<file path="config.mk">
export PLATFORM = sky130hd
export DESIGN_NAME = alu_rr_sched
export DESIGN_NICKNAME = d
export VERILOG_FILES = /design/src/rtl/alu_rr_sched.sv
export SDC_FILE = /design/constraint.sdc
export NUM_CORES = 1
export LEC_CHECK = 0
export CAP_MARGIN = 20
export CORE_UTILIZATION = 51
export CTS_CLUSTER_DIAMETER = 80
export DETAILED_ROUTE_END_ITERATION = 8
export GPL_TIMING_DRIVEN = 0
export PLACE_DENSITY = 0.86
export SYNTH_ARGS = -nofsm -noshare
export SYNTH_HDL_FRONTEND = slang
export SYNTH_SLANG_ARGS = --single-unit
</file>
<file path="constraint.sdc">
create_clock -name clk -period 3.3 [get_ports clk]
set_input_delay 0.66 -clock clk [delete_from_list [all_inputs] [get_ports clk]]
set_output_delay 0.66 -clock clk [all_outputs]
set_load 0.02 [all_outputs]
</file>
<file path="src/rtl/alu_rr_sched.sv">
`default_nettype none
// ============================================================================
// Module      : alu_rr_sched
// Description : Round-robin scheduler that shares one 4-bit ALU among
//               NUM_REQ requesters. One operation is in flight at a time:
//               accept (IDLE) -> compute (EXEC) -> respond (RESP).
// Revision    : 1.0 - initial release
// ============================================================================
module alu_rr_sched #(
  parameter  int NUM_REQ = 4,
  localparam int ID_W    = (NUM_REQ > 1) ? $clog2(NUM_REQ) : 1
) (
  input  logic                 clk,
  input  logic                 rst_n,
  input  logic [NUM_REQ-1:0]   req_valid,
  output logic [NUM_REQ-1:0]   req_ready,
  input  logic [3*NUM_REQ-1:0] req_opc,
  input  logic [4*NUM_REQ-1:0] req_a,
  input  logic [4*NUM_REQ-1:0] req_b,
  output logic                 rsp_valid,
  input  logic                 rsp_ready,
  output logic [ID_W-1:0]      rsp_id,
  output logic [3:0]           rsp_result,
  output logic                 rsp_carry,
  output logic                 rsp_zero,
  output logic                 rsp_overflow,
  output logic                 busy
);

  typedef enum logic [1:0] {
    S_IDLE = 2'd0,
    S_EXEC = 2'd1,
    S_RESP = 2'd2
  } state_t;

  state_t          state_q, state_d;
  logic [ID_W-1:0] ptr_q, ptr_d;
  logic [2:0]      opc_q, opc_d;
  logic [3:0]      a_q, a_d;
  logic [3:0]      b_q, b_d;
  logic [ID_W-1:0] id_q, id_d;
  logic [ID_W-1:0] rid_q, rid_d;
  logic [3:0]      res_q, res_d;
  logic            c_q, c_d;
  logic            z_q, z_d;
  logic            v_q, v_d;

  logic [2:0]      opc_arr [NUM_REQ];
  logic [3:0]      a_arr   [NUM_REQ];
  logic [3:0]      b_arr   [NUM_REQ];
  logic [ID_W-1:0] grant;
  logic            any_valid;

  logic [4:0]      sum5;
  logic [4:0]      dif5;
  logic [3:0]      alu_res;
  logic            alu_c;
  logic            alu_z;
  logic            alu_v;

  // Split the flat payload buses into per-requester fields.
  for (genvar gi = 0; gi < NUM_REQ; gi++) begin : g_unpack
    assign opc_arr[gi] = req_opc[3*gi +: 3];
    assign a_arr[gi]   = req_a[4*gi +: 4];
    assign b_arr[gi]   = req_b[4*gi +: 4];
  end

  // First valid requester found scanning ptr, ptr+1, ... modulo NUM_REQ.
  // The scan runs from the farthest position down so the nearest one wins.
  // ptr is always < NUM_REQ, so one conditional subtraction keeps the index
  // in range even for non-power-of-2 NUM_REQ.
  function automatic logic [ID_W-1:0] rr_pick(input logic [NUM_REQ-1:0] v,
                                               input logic [ID_W-1:0]    p);
    logic [ID_W:0]   s;
    logic [ID_W-1:0] pick;
    pick = '0;
    for (int k = NUM_REQ - 1; k >= 0; k--) begin
      s = {1'b0, p} + (ID_W+1)'(k);
      if (s >= (ID_W+1)'(NUM_REQ)) s = s - (ID_W+1)'(NUM_REQ);
      if (v[s[ID_W-1:0]]) pick = s[ID_W-1:0];
    end
    return pick;
  endfunction

  assign grant     = rr_pick(req_valid, ptr_q);
  assign any_valid = |req_valid;

  // ALU, fed only from the operand registers. For subtraction the carry
  // flag is the unsigned borrow (set when A < B).
  always_comb begin
    sum5    = {1'b0, a_q} + {1'b0, b_q};
    dif5    = {1'b0, a_q} - {1'b0, b_q};
    alu_res = 4'h0;
    alu_c   = 1'b0;
    alu_z   = 1'b0;
    alu_v   = 1'b0;
    case (opc_q)
      3'b000: begin
        alu_res = sum5[3:0];
        alu_c   = sum5[4];
        alu_z   = (sum5[3:0] == 4'h0);
        alu_v   = (a_q[3] == b_q[3]) && (sum5[3] != a_q[3]);
      end
      3'b001: begin
        alu_res = dif5[3:0];
        alu_c   = dif5[4];
        alu_z   = (dif5[3:0] == 4'h0);
        alu_v   = (a_q[3] != b_q[3]) && (dif5[3] != a_q[3]);
      end
      3'b010:  alu_res = ~a_q;
      3'b011:  alu_res = a_q & b_q;
      3'b100:  alu_res = a_q | b_q;
      3'b101:  alu_res = a_q ^ b_q;
      3'b110:  alu_res = {3'b000, ($signed(a_q) < $signed(b_q))};
      default: alu_res = {3'b000, (a_q == b_q)};
    endcase
  end

  // Next-state logic, grant handshake and operand/result capture.
  always_comb begin
    state_d   = state_q;
    ptr_d     = ptr_q;
    opc_d     = opc_q;
    a_d       = a_q;
    b_d       = b_q;
    id_d      = id_q;
    rid_d     = rid_q;
    res_d     = res_q;
    c_d       = c_q;
    z_d       = z_q;
    v_d       = v_q;
    req_ready = '0;
    case (state_q)
      S_IDLE: begin
        if (any_valid) begin
          req_ready = NUM_REQ'(1) << grant;
          opc_d     = opc_arr[grant];
          a_d       = a_arr[grant];
          b_d       = b_arr[grant];
          id_d      = grant;
          ptr_d     = (grant == ID_W'(NUM_REQ - 1)) ? '0 : grant + ID_W'(1);
          state_d   = S_EXEC;
        end
      end
      S_EXEC: begin
        rid_d   = id_q;
        res_d   = alu_res;
        c_d     = alu_c;
        z_d     = alu_z;
        v_d     = alu_v;
        state_d = S_RESP;
      end
      S_RESP: begin
        if (rsp_ready) state_d = S_IDLE;
      end
      default: state_d = S_IDLE;
    endcase
    // No handshake may complete while reset is asserted.
    if (!rst_n) req_ready = '0;
  end

  // State and datapath registers; reset drops any in-flight operation.
  always_ff @(posedge clk) begin
    if (!rst_n) begin
      state_q <= S_IDLE;
      ptr_q   <= '0;
      opc_q   <= '0;
      a_q     <= '0;
      b_q     <= '0;
      id_q    <= '0;
      rid_q   <= '0;
      res_q   <= '0;
      c_q     <= 1'b0;
      z_q     <= 1'b0;
      v_q     <= 1'b0;
    end else begin
      state_q <= state_d;
      ptr_q   <= ptr_d;
      opc_q   <= opc_d;
      a_q     <= a_d;
      b_q     <= b_d;
      id_q    <= id_d;
      rid_q   <= rid_d;
      res_q   <= res_d;
      c_q     <= c_d;
      z_q     <= z_d;
      v_q     <= v_d;
    end
  end

  assign rsp_valid    = (state_q == S_RESP);
  assign busy         = (state_q != S_IDLE);
  assign rsp_id       = rid_q;
  assign rsp_result   = res_q;
  assign rsp_carry    = c_q;
  assign rsp_zero     = z_q;
  assign rsp_overflow = v_q;

endmodule
`default_nettype wire

</file>
==> out/metrics.cfg <==
[synth]
synth_top_family_by_area = compound AO/OA/AOI/OAI gates
synth_edf_count = 0
yosys_warnings = 0
netlist_instances = 261
synth_ff_type = dfxtp_1
avgSynthCellArea_um2 = 8.322
ys_ff_latch = 26
syn-num-nets = 331
synth_cell_types = 51
synth_simple_gate_area_share_pct = 20.33
synthXorXnorAreaFrac_pct = 1.613
synth_fa_ha_area_share_pct = 11.64
synthMuxAreaShare_pct = 7.604
synth_compound_area_share_pct = 27.82
async_reset_ff_share_pct = 0
syn_area_um2 = 2172
seq_area_frac_synth_pct = 23.96

[worst_setup_path]
worst-path-max-fanout = 11
critical_path.top_delay_family = simple AND/OR/NAND/NOR gates
start_kind = input port
crit_cells = 9
cp_cell_sequence = dlygate4sd2_1, nor2b_1, or4_4, nand2_8, buf_8, inv_1, ha_1, and3_1, clkdlybuf4s15_2
slowest_delay_ns = 0.56
critical_path_class = input port to primary output
crit_arrival_ns = 2.55
cp_num_buf_inv = 4
crit_slowest_cell = or4_4
critPathRequiredTime_ns = 2.64
worst_r2r_path_depth = 9
worst_setup_path_end_kind = primary output

[power_and_ir_drop]
p_leak_nw = 1.193
p_per_area_nw_per_um2 = 479.3
pwr-share-comb_pct = 56.1
p_sw_share_pct = 39.31
pwr-share-seq_pct = 29.6
ir_worst_vdd_uv = 244.2
intPower_uw = 861.1
power_switching_uw = 557.8
pwr-share-clk_pct = 14.3

[grt]
gr-usage-all-layers_pct = 25.72
antenna_found_initial = 0
grt_pass1_wl_um = 8990
grt_max_degree = 15
grt.overflow.total = 0
grt_pass1_vias = 1938

[sta]
hold_viol = 0
final.min_clock_period_ns = 3.207
setup_slack_ns = 0.09316
drv_slew = 0
period_share_pct = 97.18
clock.fmax_ghz = 0.3118
worst-slew-pin-transition_ns = 0.5060
fin_setup_tns_ns = 0
fin_skew_ns = 0.005583
worst_hold_slack_ns = 0.4569
relSlewSlack_pct = 66.27
finalSetupViolations = 0
grt_setup_unrepaired = false

[clocking]
root_buffer = clkbuf_8
worstSkewPairLatency_ns = 0.27
ctsLongestPathBuffers = 2
ctsHtreeMaxLevel = 1
clkSinkCount = 26
clk_pin_slew_ns = 0.09
numCtsBuffers = 3
hold_buffers = 0
cts_tree = done

[routing]
drt_iter0_drc = 113
firstDrtPassIters = 5
route.detailed.drc = 0
ant_nets = 0
routed_wl_um = 5504
wire_per_inst_um = 14.45
num_vias = 2180
via_per_inst = 5.722

[placement]
portBuffers = 65
gp_congestion = 0.9346
post-place-ws_ns = -0.4905
post_dp_cell_area_um2 = 2885
place_hpwl_um = 4261
placed_cells = 376

[final_layout]
syn_to_final_growth_pct = 36.29
fin_cells = 381
fillCellCount = 308
diodes = 0
stdcell_area_um2 = 2960
nets = 402
layout_commonest_cell = clkdlybuf4s50_1
layout_common_cells = clkdlybuf4s50_1 (57), dfxtp_1 (26), ha_1 (17)
regArea_um2 = 520.5
multi_input_area_um2 = 1513
drive_gt1_share_pct = 9.063

[floorplan]
initial_core_util_pct = 53.53
ios = 66
core_area_um2 = 4058
die-area_um2 = 4524
die_y_um = 67.26
die_w_um = 67.26
rows = 23

[job]
max_cap_violations = 0

[worst_hold_path]
hp-class = flip-flop to flip-flop
min_path_cells = 2

[status]
status = finished, final reports clean

[registers in the layout, indices dropped and copies added, names as in the netlist]
register / cells
rsp_result: 4
a_q: 4
rsp_id: 2
rsp_carry: 1
rsp_overflow: 1
ptr_q: 2
state_q: 2
rsp_zero: 1
opc_q: 3
b_q: 4
id_q: 2
[area by class of cell]
cell class | instances | area share (%)
Buffer | 20 | 3.254
Inverter | 16 | 2.029
Multi-Input combinational cell | 199 | 51.10
Tap cell | 50 | 2.113
Sequential cell | 26 | 17.58
Clock buffer | 4 | 1.860
Timing Repair Buffer | 66 | 22.06
[synth_stat cells, drive strengths merged, types with 2 or more instances]
master	n	area share, %
mux2i	3	1.4
a21boi	11	3.8
nand2b	6	1.7
o21bai	2	0.69
inv	16	2.8
mux2	12	6.2
nor2	14	2.4
and3	15	4.3
dfxtp	26	24
nand3b	2	0.69
nor2b	7	2.4
a211oi	2	0.69
clkbuf	15	2.6
or4	2	0.86
a221o	12	5.5
o21ai	9	2.1
nor4	2	0.58
o22ai	2	0.58
ha	17	9.8
xor2	2	0.81
buf	5	1.7
nand2	14	2.5
xnor2	2	0.81
o21ba	3	1.4
o221ai	3	1.2
a21oi	13	3.0
nor3	5	1.2
nand3	7	1.6
o21a	14	4.8
fa	2	1.8
[final timing paths]
kind                     start       endpoint  slack, ns
setup / recovery  req_valid[2]   req_ready[2]       0.09
hold / removal       rsp_id[0]      rsp_id[0]       0.46
setup reg to reg        a_q[0]  rsp_result[0]       0.86
hold reg to reg      rsp_id[0]      rsp_id[0]       0.46
[routing by layer]
metal	part of all wire, %	routed length, µm	GRT usage (%)	up-vias
met5	0	0	0	-
met4	2.1	114	9.309	0
met3	5.9	322	2.872	10
met2	46	2544	42.88	88
met1	46	2522	33.91	986
li1	-	-	-	1096
[stage by stage]
| step | power [mW] | utilization [%] |
|---|---|---|
| final | 1.419 | 72.96 |
| after global routing | 1.526 | 72.96 |
| after CTS | 1.413 | 72.96 |
| after detailed placement | 1.198 | 71.11 |
| after global placement | 1.177 | 71.11 |
| after floorplan | 0.9633 | - |
[logic make-up after synthesis]
kind of cell	Yosys count
flip-flops	26
AO/OA/AOI/OAI	81
multiplexers	15
AND/OR/NAND/NOR	80
adder cells (fa/ha/maj)	19
buffers and inverters	36
XOR/XNOR	4
[worst register-to-register path: cells and delay by family, from the launching register on]
kind            cells  cell delay [ns]
compound gates      3             0.62
fa+ha+maj           2             0.64
buf+inv             2             0.16
flops               1             0.34
simple gates        2             0.62
[power groups by stage]
stage / combinational [mW] / clock [mW] / sequential, mW
after detailed placement: 0.774 / 0 / 0.424
after floorplan: 0.537 / 0 / 0.426
after global routing: 0.874 / 0.224 / 0.429
after global placement: 0.756 / 0 / 0.421
after CTS: 0.788 / 0.206 / 0.418
final: 0.796 / 0.203 / 0.419
[repair_timing]
action	in CTS	in global routing
gates resized for setup	15	0
setup endpoints to repair	4	0
buffers inserted	1	0
Power figures use the tool's default switching activity.
